--- src/rtl/if_pred_pkg.sv ---
// -----------------------------------------------------------------------------
// if_pred_pkg
// Shared definitions for the fetch-side PC predictor.
//   - RESET_PC_DEF : default first fetch address after reset
//   - idx_w/tag_w  : BTB index and tag widths for a given depth
//   - btb_entry_t  : one BTB entry (valid, tag, target, optional counter)
//   - CTR_*        : 2-bit saturating counter encodings
// Optional feature macro: IF_PC_PRED_BHT_EN adds a 2-bit counter per entry.
// -----------------------------------------------------------------------------
package if_pred_pkg;

  localparam logic [31:0] RESET_PC_DEF = 32'h1C00_0000;

  // Index covers pc[idx_w+1:2]; the tag is everything above it.
  function automatic int idx_w(input int entries);
    return $clog2(entries);
  endfunction

  function automatic int tag_w(input int entries);
    return 30 - $clog2(entries);
  endfunction

  // Tag field is sized for the smallest legal BTB (2 entries); deeper BTBs
  // store their narrower tag zero-extended into it.
  localparam int TAG_MAX_W = tag_w(2);

  localparam logic [1:0] CTR_SNT = 2'd0;  // strongly not taken
  localparam logic [1:0] CTR_WNT = 2'd1;  // weakly not taken
  localparam logic [1:0] CTR_WT  = 2'd2;  // weakly taken (allocation value)
  localparam logic [1:0] CTR_ST  = 2'd3;  // strongly taken

  typedef struct packed {
    logic                 valid;
`ifdef IF_PC_PRED_BHT_EN
    logic [1:0]           ctr;
`endif
    logic [TAG_MAX_W-1:0] tag;
    logic [31:0]          target;
  } btb_entry_t;

endpackage

--- src/rtl/if_pc_predictor_if.sv ---
// -----------------------------------------------------------------------------
// if_pc_predictor_if
// Bus bundle between the IF-stage predictor and its surroundings
// (instruction SRAM, decode stage, branch unit).
//   master : the predictor (drives SRAM request and the IF->ID outputs)
//   slave  : the environment (SRAM data, decode back-pressure, branch
//            cancel/redirect and BTB training)
// -----------------------------------------------------------------------------
interface if_pc_predictor_if;

  // instruction SRAM
  logic        inst_sram_en;
  logic [31:0] inst_sram_addr;
  logic [31:0] inst_sram_rdata;

  // IF -> ID
  logic        id_allowin;
  logic        if_to_id_valid;
  logic [31:0] if_pc;
  logic [31:0] if_inst;
  logic [31:0] if_pred_pc;

  // branch unit redirect
  logic        br_taken_cancel;
  logic [31:0] br_target;

  // BTB training
  logic        upd_valid;
  logic [31:0] upd_pc;
  logic        upd_taken;
  logic [31:0] upd_target;

  modport master (
    output inst_sram_en, inst_sram_addr,
    input  inst_sram_rdata,
    input  id_allowin,
    output if_to_id_valid, if_pc, if_inst, if_pred_pc,
    input  br_taken_cancel, br_target,
    input  upd_valid, upd_pc, upd_taken, upd_target
  );

  modport slave (
    input  inst_sram_en, inst_sram_addr,
    output inst_sram_rdata,
    output id_allowin,
    input  if_to_id_valid, if_pc, if_inst, if_pred_pc,
    output br_taken_cancel, br_target,
    output upd_valid, upd_pc, upd_taken, upd_target
  );

endinterface

--- src/rtl/if_btb.sv ---
// -----------------------------------------------------------------------------
// if_btb
// Direct-mapped branch target buffer: storage, combinational lookup and one
// training write port.
// Ports:
//   clk, reset      : clock, synchronous active-high reset (clears all entries)
//   i_lkp_pc        : lookup address (current fetch PC)
//   o_hit           : lookup hit that predicts taken
//   o_target        : stored target of the indexed entry
//   i_upd_*         : training write (valid, branch PC, taken, taken target)
// Optional feature macro: IF_PC_PRED_BHT_EN -- each entry carries a 2-bit
// saturating counter and only predicts taken when counter[1] is set.
// -----------------------------------------------------------------------------
module if_btb
  import if_pred_pkg::*;
#(
  parameter int ENTRIES = 16
) (
  input  logic        clk,
  input  logic        reset,
  input  logic [31:0] i_lkp_pc,
  output logic        o_hit,
  output logic [31:0] o_target,
  input  logic        i_upd_valid,
  input  logic [31:0] i_upd_pc,
  input  logic        i_upd_taken,
  input  logic [31:0] i_upd_target
);

  localparam int IW = idx_w(ENTRIES);

  btb_entry_t           r_btb [ENTRIES];

  logic [IW-1:0]        w_lkp_idx;
  logic [TAG_MAX_W-1:0] w_lkp_tag;
  btb_entry_t           w_lkp_entry;
  logic                 w_lkp_match;

  logic [IW-1:0]        w_upd_idx;
  logic [TAG_MAX_W-1:0] w_upd_tag;
  btb_entry_t           w_upd_entry;
  logic                 w_upd_match;
  btb_entry_t           w_new_entry;

  // Lookup reads the registered array, so a same-cycle update to the same
  // index is only seen from the next cycle on.
  assign w_lkp_idx   = IW'(i_lkp_pc >> 2);
  assign w_lkp_tag   = TAG_MAX_W'(i_lkp_pc >> (IW + 2));
  assign w_lkp_entry = r_btb[w_lkp_idx];
  assign w_lkp_match = w_lkp_entry.valid && (w_lkp_entry.tag == w_lkp_tag);

`ifdef IF_PC_PRED_BHT_EN
  assign o_hit = w_lkp_match && w_lkp_entry.ctr[1];
`else
  assign o_hit = w_lkp_match;
`endif
  assign o_target = w_lkp_entry.target;

  assign w_upd_idx   = IW'(i_upd_pc >> 2);
  assign w_upd_tag   = TAG_MAX_W'(i_upd_pc >> (IW + 2));
  assign w_upd_entry = r_btb[w_upd_idx];
  assign w_upd_match = w_upd_entry.valid && (w_upd_entry.tag == w_upd_tag);

  // Entry written when a taken branch allocates (replaces whatever was there).
  always_comb begin
    w_new_entry        = '0;
    w_new_entry.valid  = 1'b1;
    w_new_entry.tag    = w_upd_tag;
    w_new_entry.target = i_upd_target;
`ifdef IF_PC_PRED_BHT_EN
    w_new_entry.ctr    = CTR_WT;
`endif
  end

  always_ff @(posedge clk) begin
    if (reset) begin
      for (int i = 0; i < ENTRIES; i++) begin
        r_btb[i] <= '0;
      end
    end else if (i_upd_valid) begin
      if (i_upd_taken) begin
`ifdef IF_PC_PRED_BHT_EN
        if (w_upd_match) begin
          if (w_upd_entry.ctr != CTR_ST) begin
            r_btb[w_upd_idx].ctr <= w_upd_entry.ctr + 2'd1;
          end
        end else begin
          r_btb[w_upd_idx] <= w_new_entry;
        end
`else
        r_btb[w_upd_idx] <= w_new_entry;
`endif
      end else if (w_upd_match) begin
        // A non-matching not-taken branch leaves the other branch's entry alone.
`ifdef IF_PC_PRED_BHT_EN
        if (w_upd_entry.ctr != CTR_SNT) begin
          r_btb[w_upd_idx].ctr <= w_upd_entry.ctr - 2'd1;
        end
`else
        r_btb[w_upd_idx].valid <= 1'b0;
`endif
      end
    end
  end

endmodule

--- src/rtl/if_pc_predictor.sv ---
// -----------------------------------------------------------------------------
// if_pc_predictor
// Fetch-side PC generator and predictor. Holds the fetch PC, requests the
// instruction SRAM, predicts the successor through if_btb and presents
// {PC, instruction, predicted next PC} to decode. A branch-unit cancel
// redirects fetch to br_target and drops the wrong-path IF instruction.
// Ports:
//   clk   : system clock
//   reset : synchronous, active-high
//   bus   : if_pc_predictor_if.master (SRAM request/data, IF->ID handshake
//           and payload, branch redirect, BTB training)
// Parameters: BTB_ENTRIES (power of two, >= 2), RESET_PC.
// Optional feature macro: IF_PC_PRED_BHT_EN (2-bit counters in the BTB).
// -----------------------------------------------------------------------------
module if_pc_predictor
  import if_pred_pkg::*;
#(
  parameter int          BTB_ENTRIES = 16,
  parameter logic [31:0] RESET_PC    = RESET_PC_DEF
) (
  input  logic                clk,
  input  logic                reset,
  if_pc_predictor_if.master   bus
);

  logic [31:0] r_fetch_pc;
  logic        r_if_valid;
  logic [31:0] r_if_pc;
  logic [31:0] r_if_pred_pc;
  logic [31:0] r_inst_buf;
  logic        r_buf_valid;

  logic        w_fetch_go;
  logic        w_btb_hit;
  logic [31:0] w_btb_target;
  logic [31:0] w_pred_pc;

  if_btb #(
    .ENTRIES (BTB_ENTRIES)
  ) u_btb (
    .clk          (clk),
    .reset        (reset),
    .i_lkp_pc     (r_fetch_pc),
    .o_hit        (w_btb_hit),
    .o_target     (w_btb_target),
    .i_upd_valid  (bus.upd_valid),
    .i_upd_pc     (bus.upd_pc),
    .i_upd_taken  (bus.upd_taken),
    .i_upd_target (bus.upd_target)
  );

  // Sequential fallback wraps naturally at 32 bits.
  assign w_pred_pc  = w_btb_hit ? w_btb_target : (r_fetch_pc + 32'd4);
  assign w_fetch_go = ~r_if_valid | bus.id_allowin;

  assign bus.inst_sram_en   = ~reset & ~bus.br_taken_cancel & w_fetch_go;
  assign bus.inst_sram_addr = r_fetch_pc;

  assign bus.if_to_id_valid = r_if_valid;
  assign bus.if_pc          = r_if_pc;
  assign bus.if_pred_pc     = r_if_pred_pc;
  // SRAM data is only guaranteed the cycle after the request; once a stall
  // has captured it, the buffer is the source until the next advance.
  assign bus.if_inst        = r_buf_valid ? r_inst_buf : bus.inst_sram_rdata;

  always_ff @(posedge clk) begin
    if (reset) begin
      r_fetch_pc   <= RESET_PC;
      r_if_valid   <= 1'b0;
      r_if_pc      <= 32'd0;
      r_if_pred_pc <= 32'd0;
      r_inst_buf   <= 32'd0;
      r_buf_valid  <= 1'b0;
    end else if (bus.br_taken_cancel) begin
      r_fetch_pc   <= bus.br_target;
      r_if_valid   <= 1'b0;
      r_inst_buf   <= 32'd0;
      r_buf_valid  <= 1'b0;
    end else if (w_fetch_go) begin
      r_fetch_pc   <= w_pred_pc;
      r_if_valid   <= 1'b1;
      r_if_pc      <= r_fetch_pc;
      r_if_pred_pc <= w_pred_pc;
      r_inst_buf   <= 32'd0;
      r_buf_valid  <= 1'b0;
    end else if (!r_buf_valid) begin
      // First stalled cycle: SRAM data is still the live response.
      r_inst_buf   <= bus.inst_sram_rdata;
      r_buf_valid  <= 1'b1;
    end
  end

endmodule

--- src/flat_wrapper.sv ---
// flat-port wrapper written by rule: the top's interface ports become plain ports
module if_pc_predictor_flat import if_pred_pkg::*;
#(
  parameter int          BTB_ENTRIES = 16,
  parameter logic [31:0] RESET_PC    = RESET_PC_DEF
)
  (clk, reset, bus_inst_sram_en, bus_inst_sram_addr, bus_inst_sram_rdata, bus_id_allowin, bus_if_to_id_valid, bus_if_pc, bus_if_inst, bus_if_pred_pc, bus_br_taken_cancel, bus_br_target, bus_upd_valid, bus_upd_pc, bus_upd_taken, bus_upd_target);
  if_pc_predictor_if bus_i ();
  input  logic clk;
  input  logic reset;
  output wire logic [$bits(bus_i.inst_sram_en)-1:0] bus_inst_sram_en;
  output wire logic [$bits(bus_i.inst_sram_addr)-1:0] bus_inst_sram_addr;
  input wire logic [$bits(bus_i.inst_sram_rdata)-1:0] bus_inst_sram_rdata;
  input wire logic [$bits(bus_i.id_allowin)-1:0] bus_id_allowin;
  output wire logic [$bits(bus_i.if_to_id_valid)-1:0] bus_if_to_id_valid;
  output wire logic [$bits(bus_i.if_pc)-1:0] bus_if_pc;
  output wire logic [$bits(bus_i.if_inst)-1:0] bus_if_inst;
  output wire logic [$bits(bus_i.if_pred_pc)-1:0] bus_if_pred_pc;
  input wire logic [$bits(bus_i.br_taken_cancel)-1:0] bus_br_taken_cancel;
  input wire logic [$bits(bus_i.br_target)-1:0] bus_br_target;
  input wire logic [$bits(bus_i.upd_valid)-1:0] bus_upd_valid;
  input wire logic [$bits(bus_i.upd_pc)-1:0] bus_upd_pc;
  input wire logic [$bits(bus_i.upd_taken)-1:0] bus_upd_taken;
  input wire logic [$bits(bus_i.upd_target)-1:0] bus_upd_target;
  assign bus_inst_sram_en = bus_i.inst_sram_en;
  assign bus_inst_sram_addr = bus_i.inst_sram_addr;
  assign bus_i.inst_sram_rdata = bus_inst_sram_rdata;
  assign bus_i.id_allowin = bus_id_allowin;
  assign bus_if_to_id_valid = bus_i.if_to_id_valid;
  assign bus_if_pc = bus_i.if_pc;
  assign bus_if_inst = bus_i.if_inst;
  assign bus_if_pred_pc = bus_i.if_pred_pc;
  assign bus_i.br_taken_cancel = bus_br_taken_cancel;
  assign bus_i.br_target = bus_br_target;
  assign bus_i.upd_valid = bus_upd_valid;
  assign bus_i.upd_pc = bus_upd_pc;
  assign bus_i.upd_taken = bus_upd_taken;
  assign bus_i.upd_target = bus_upd_target;
  if_pc_predictor #(.BTB_ENTRIES(BTB_ENTRIES), .RESET_PC(RESET_PC)) u_core (.clk(clk), .reset(reset), .bus(bus_i));
endmodule
--- config.mk ---
export PLATFORM = sky130hd
export DESIGN_NAME = if_pc_predictor_flat
export DESIGN_NICKNAME = d
export VERILOG_FILES = /design/src/rtl/if_pred_pkg.sv /design/src/rtl/if_pc_predictor_if.sv /design/src/rtl/if_btb.sv /design/src/rtl/if_pc_predictor.sv /design/src/flat_wrapper.sv
export SDC_FILE = /design/constraint.sdc
export NUM_CORES = 2
export LEC_CHECK = 0
export ABC_AREA = 1
export ABC_CLOCK_PERIOD_IN_PS = 4050
export BUFFER_PORTS_ARGS = -buffer_cell sky130_fd_sc_hd__buf_4
export CAP_MARGIN = 20
export CORE_ASPECT_RATIO = 0.8
export CORE_UTILIZATION = 42
export DETAILED_ROUTE_END_ITERATION = 8
export GPL_TIMING_DRIVEN = 0
export HOLD_SLACK_MARGIN = 0.08
export MAX_ROUTING_LAYER = met4
export PLACE_DENSITY = 0.6
export SETUP_SLACK_MARGIN = 0.02
export SLEW_MARGIN = 20
export SYNTH_ARGS = -nofsm -noshare
export SYNTH_HDL_FRONTEND = slang
export SYNTH_SLANG_ARGS = --single-unit
--- constraint.sdc ---
create_clock -name clk -period 4.05 [get_ports clk]
set_clock_uncertainty 0.2 [all_clocks]
set_input_delay 0.81 -clock clk [delete_from_list [all_inputs] [get_ports clk]]
set_output_delay 0.81 -clock clk [all_outputs]
set_load 0.01 [all_outputs]
---- Yosys cells after proc, flatten, opt, wreduce, memory -nomap -nowiden ----
Memory sizes are Yosys's and may differ from the RTL's. A register that Yosys moved wholly into a read port is not among the register bits.
Cells that the tools add are included.
storage, ports and cells
  word-level logic and storage cells ...... 46
  memories ................................ 1
  RAM bits ................................ 944
  output and inout bits ................... 130
  bits of input ports ..................... 134
  register bits after elaboration ......... 130
operators by class
  equality and inequality tests ........... 2
  reductions and logical operators ........ 7
  add/sub/neg operators ................... 1
  bitwise operators ....................... 7
  multiplexer cells ....................... 22
memories
  memory              words  bits a word  rd ports  clocked after Yosys merged registers in  wr ports  RTL line      text
  u_core.u_btb.r_btb  16     59           2         1                                        16        if_btb.sv:32  btb_entry_t r_btb [ENTRIES];
operator list
  kind                     count
  $mux W32                 4
  $mux W59                 1
  $reduce_or A59 Y1        1
  $eq A29 B26 Y1           2
  $add A32 B3 Y32 const B  1
  $mux W1                  13
  $mux W4                  3
  $not A1 Y1               3
  $reduce_or A3 Y1         1
  $and A1 B1 Y1            2
  $logic_and A1 B1 Y1      2
  $mux W2                  1
  $or A1 B1 Y1             2
  $reduce_and A2 Y1        1
  $reduce_bool A2 Y1       1
  $reduce_or A2 Y1         1

---- Longest topological paths before layout ----
An unclocked memory read counts as a cell.
  depth after elaboration ................. 11
  mapped depth ............................ 22
  depth with buffers taken out ............ 18

---- By module ----
From an unflattened synthesis, not the netlist that was laid out.
unflattened totals
  cell total of the unflattened synthesis .. 6041
  area, all modules ....................... 52462.8 um^2
by module, submodules not included
  module           area an instance (um^2)  seq. area each (um^2)  cells an instance  instances
  if_btb           46478.3                  28347.2                5164               1
  if_pc_predictor  5984.5                   2602.5                 877                1

---- Least setup slack after synthesis ----
OpenSTA, ideal clock, no wires.
  path type ............................... input-to-reg
  start ................................... in bus_upd_pc[2]
  end ..................................... mem u_core.u_btb.r_btb[4][0] (netlist bit) (enable)
  path buffers ............................ 4
  required time ........................... 3433 ps
  library setup time ...................... 417 ps
  setup slack ............................. 156 ps
  arrival ................................. 3277 ps
  stages .................................. 9
  cell sequence ........................... clkbuf_2 -> nor2_2 -> inv_2 -> buf_4 -> buf_2 -> nor2_1 -> nand2_1 -> clkbuf_1 -> nand2_1
RTL lines
  what             RTL line            text
  start, declared  flat_wrapper.sv:22  input wire logic [$bits(bus_i.upd_pc)-1:0] bus_upd_pc;
  end, declared    if_btb.sv:32

==> impl_metrics.toml <==
[synth]
ys_ff_latch = 1078
synth.most_common_cell = "nor2_1"
synth.net_count = 5997
async_reset_ff_frac = 0
ys.flop_type = "edfxtp_1"
synth_area_mm2 = 0.0521
synth-edff-count = 944
synth_top_area_frac = 0.544
synthDistinctLibCells = 34
avgSynthCellArea_um2 = 8.89
synth_seq_area_share = 0.595
ys.warnings.count = 0
synthCells = 5862
yosysTopAreaCell = "edfxtp_1"
yosys-top-cells-count = "nor2_1 (1377), edfxtp_1 (944), nand2_1 (825)"
ys_top_cells_by_area = "edfxtp_1 (54%), nor2_1 (9.9%), nand2_1 (5.9%), dfxtp_1 (5.1%), o21ai_0 (4.8%)"

[job]
maxCapViolations = 0

[sta]
slew_headroom = 0.153
rsz0062_at_grt = "true"
fin_tns_setup_ns = -15.23
worstMarginPinSlew_ns = 1.27
setup_viol = 227
drv_slew = 0
hold_violations = 0
fmax_ghz = 0.238
period_minus_slack_ns = 4.20
period_share = 1.04
finalWorstSetupSlack_ns = -0.154

[floorplanning]
dieArea_mm2 = 0.126
placementRows = 115
start_util = 0.424
fp.dieW_um = 396
core_area_mm2 = 0.123
ioPinCount = 264
fp.dieH_um = 317

[power_and_ir_drop]
irDropWorstVdd_mv = 0.363
p_leak_nw = 24.8
p_per_area_mw_per_mm2 = 454

[clock_network]
clk-insertion-delay-late_ns = 0.79
cts_tree = "built"
cts_root_buf = "clkbuf_16"
cts.sinks = 1078
cts_made_buffers = 113
clk_pin_slew_ns = 0.06
cts.path.max_buffers = 3
htree_levels = 3

[global_route]
grtUsageTotal = 0.436
grt_pass1_wl_um = 364000
grt_max_degree = 35
gr-total-overflow = 0
antenna_found_initial = 13
grt_pass1_vias = 44782

[detailed_routing]
drtIter0Drc = 9877
postRouteAntennaNets = 0
drt_first_pass_iters = 7
vias = 50326
drc = 0
drt-vias-per-instance = 6.28
wl_um = 273000
wl_per_cell_um = 34.0

[place]
place_area_mm2 = 0.0570
gp_congestion = 1.06
port-buffer-count = 259
place_ws_ns = -1.24
place_hpwl_um = 191000

[min_path]
hold_path_class = "primary input to register"
holdPathStages = 3

[setup_path]
path_class = "primary input to register"
worstPathArrival_ns = 4.48
crit_path_start_kind = "primary input"
cp_data_required_time_ns = 4.33
cp_max_fo = 24
end_kind = "register"
ff2ff_path_depth = 11
ff2ff_setup_slack_ns = -0.08

[finish]
post-route-cell-area_mm2 = 0.0613
area_growth_pct = 17.6
drive_gt1_frac = 0.120
final_nets = 6405

[status]
violations = "negative setup slack"
status = "complete, but fails checks"
power by group:
group | leakage [nW] | internal (W) | switching, W
Clock | 1.71 | 0.00568 | 0.00482
Sequential | 10.1 | 0.0126 | 0.000250
Combinational | 13.0 | 0.00106 | 0.00339
cell usage in the layout, fill, tap and decap left out, types with 12 or more instances in the layout:
master and n:
o221ai_1 88, xor2_1 38, o21ai_0 495, inv_1 571
o21ai_1 20, o22ai_1 196, nor2_1 1374, buf_6 14
clkbuf_1 256, clkbuf_2 92, nand2_1 809, a31oi_1 12
a22oi_1 40, nand3_1 401, diode_2 20, dfxtp_1 133
clkinv_2 12, nand2_4 14, a21oi_1 104, buf_12 17
edfxtp_1 944, clkbuf_16 115, clkinv_1 27, nand3_2 20
a31oi_2 15, buf_4 293, buf_2 60, nand3_4 13
o211ai_1 46, clkbuf_4 31
per-layer routing:
metal / vias to the layer above / track usage / share of wire
li1: 20556 / - / -
met1: 24389 / 0.582 / 0.38
met2: 4568 / 0.573 / 0.39
met3: 813 / 0.186 / 0.18
met4: 0 / 0.179 / 0.048
met5: - / - / 0
layout make-up:
cell class	instances	area [um2]
plain buffers	462	2270
well taps	1638	2050
clock buffers	153	3060
flip-flops and latches	1078	31000
repair buffers	295	2660
fillers	11829	61700
inverters	586	2200
multi-input cells	3734	17500
clock inverters	52	498
diodes	20	50.0
path summary, 6_finish.rpt:
check                                 start                       endpoint
setup / recovery              bus_upd_pc[2]      u_core.u_btb.r_btb[3][10]
hold / removal            bus_br_target[28]  u_core.bus.inst_sram_addr[28]
setup reg to reg                   register                       register
hold reg to reg   u_core.bus.if_pred_pc[28]      u_core.bus.if_pred_pc[28]
timing repair:
| item | CTS | global route |
|---|---|---|
| buffers inserted | 0 | 2 |
| gates resized for setup | 148 | 141 |
| pin swaps | 0 | 0 |
| hold endpoints to repair | 1 | 0 |
| setup endpoints to repair | 259 | 162 |
| hold buffers | 1 | 0 |
worst max-delay path, stage by stage:
cell,delay [ns]
clkbuf_2,0.18
nand2_1,0.23
buf_4,0.34
buf_2,0.38
nor2_1,0.11
nand2_1,0.42
clkbuf_1,0.97
nand2_4,0.58
buf_12,0.41
per-stage QoR:
| stage | util | cells | total power, W | hold slack [ns] |
|---|---|---|---|---|
| 4_1_cts | 0.495 | 7996 | 0.0274 | 0.0829 |
| 2_1_floorplan | - | 5862 | 0.0150 | 0.290 |
| 3_3_place_gp | 0.456 | 7759 | 0.0171 | 0.254 |
| 5_1_grt | 0.498 | 8010 | 0.0282 | 0.105 |
| 3_5_place_dp | 0.463 | 7792 | 0.0171 | 0.256 |
| 6_report | 0.498 | 8018 | 0.0278 | 0.117 |
logic make-up after synthesis:
kind of cell / Yosys count / synth area share
simple gates: 2672 / 0.204
flops: 1078 / 0.595
buf+inv: 1050 / 0.0794
compound gates: 1022 / 0.114
xor+xnor: 39 / 0.00655
fa+ha+maj: 1 / 0.000240
state kept, by name (all words and copies together) (netlist names), named ones only:
signal and count:
u_core.bus.inst_sram_addr 32, u_core.bus.if_to_id_valid 1, u_core.bus.if_pc 32, u_core.u_btb.r_btb 944, u_core.bus.if_pred_pc 32, u_core.r_buf_valid 1
u_core.r_inst_buf 32
Power figures use the tool's default switching activity.
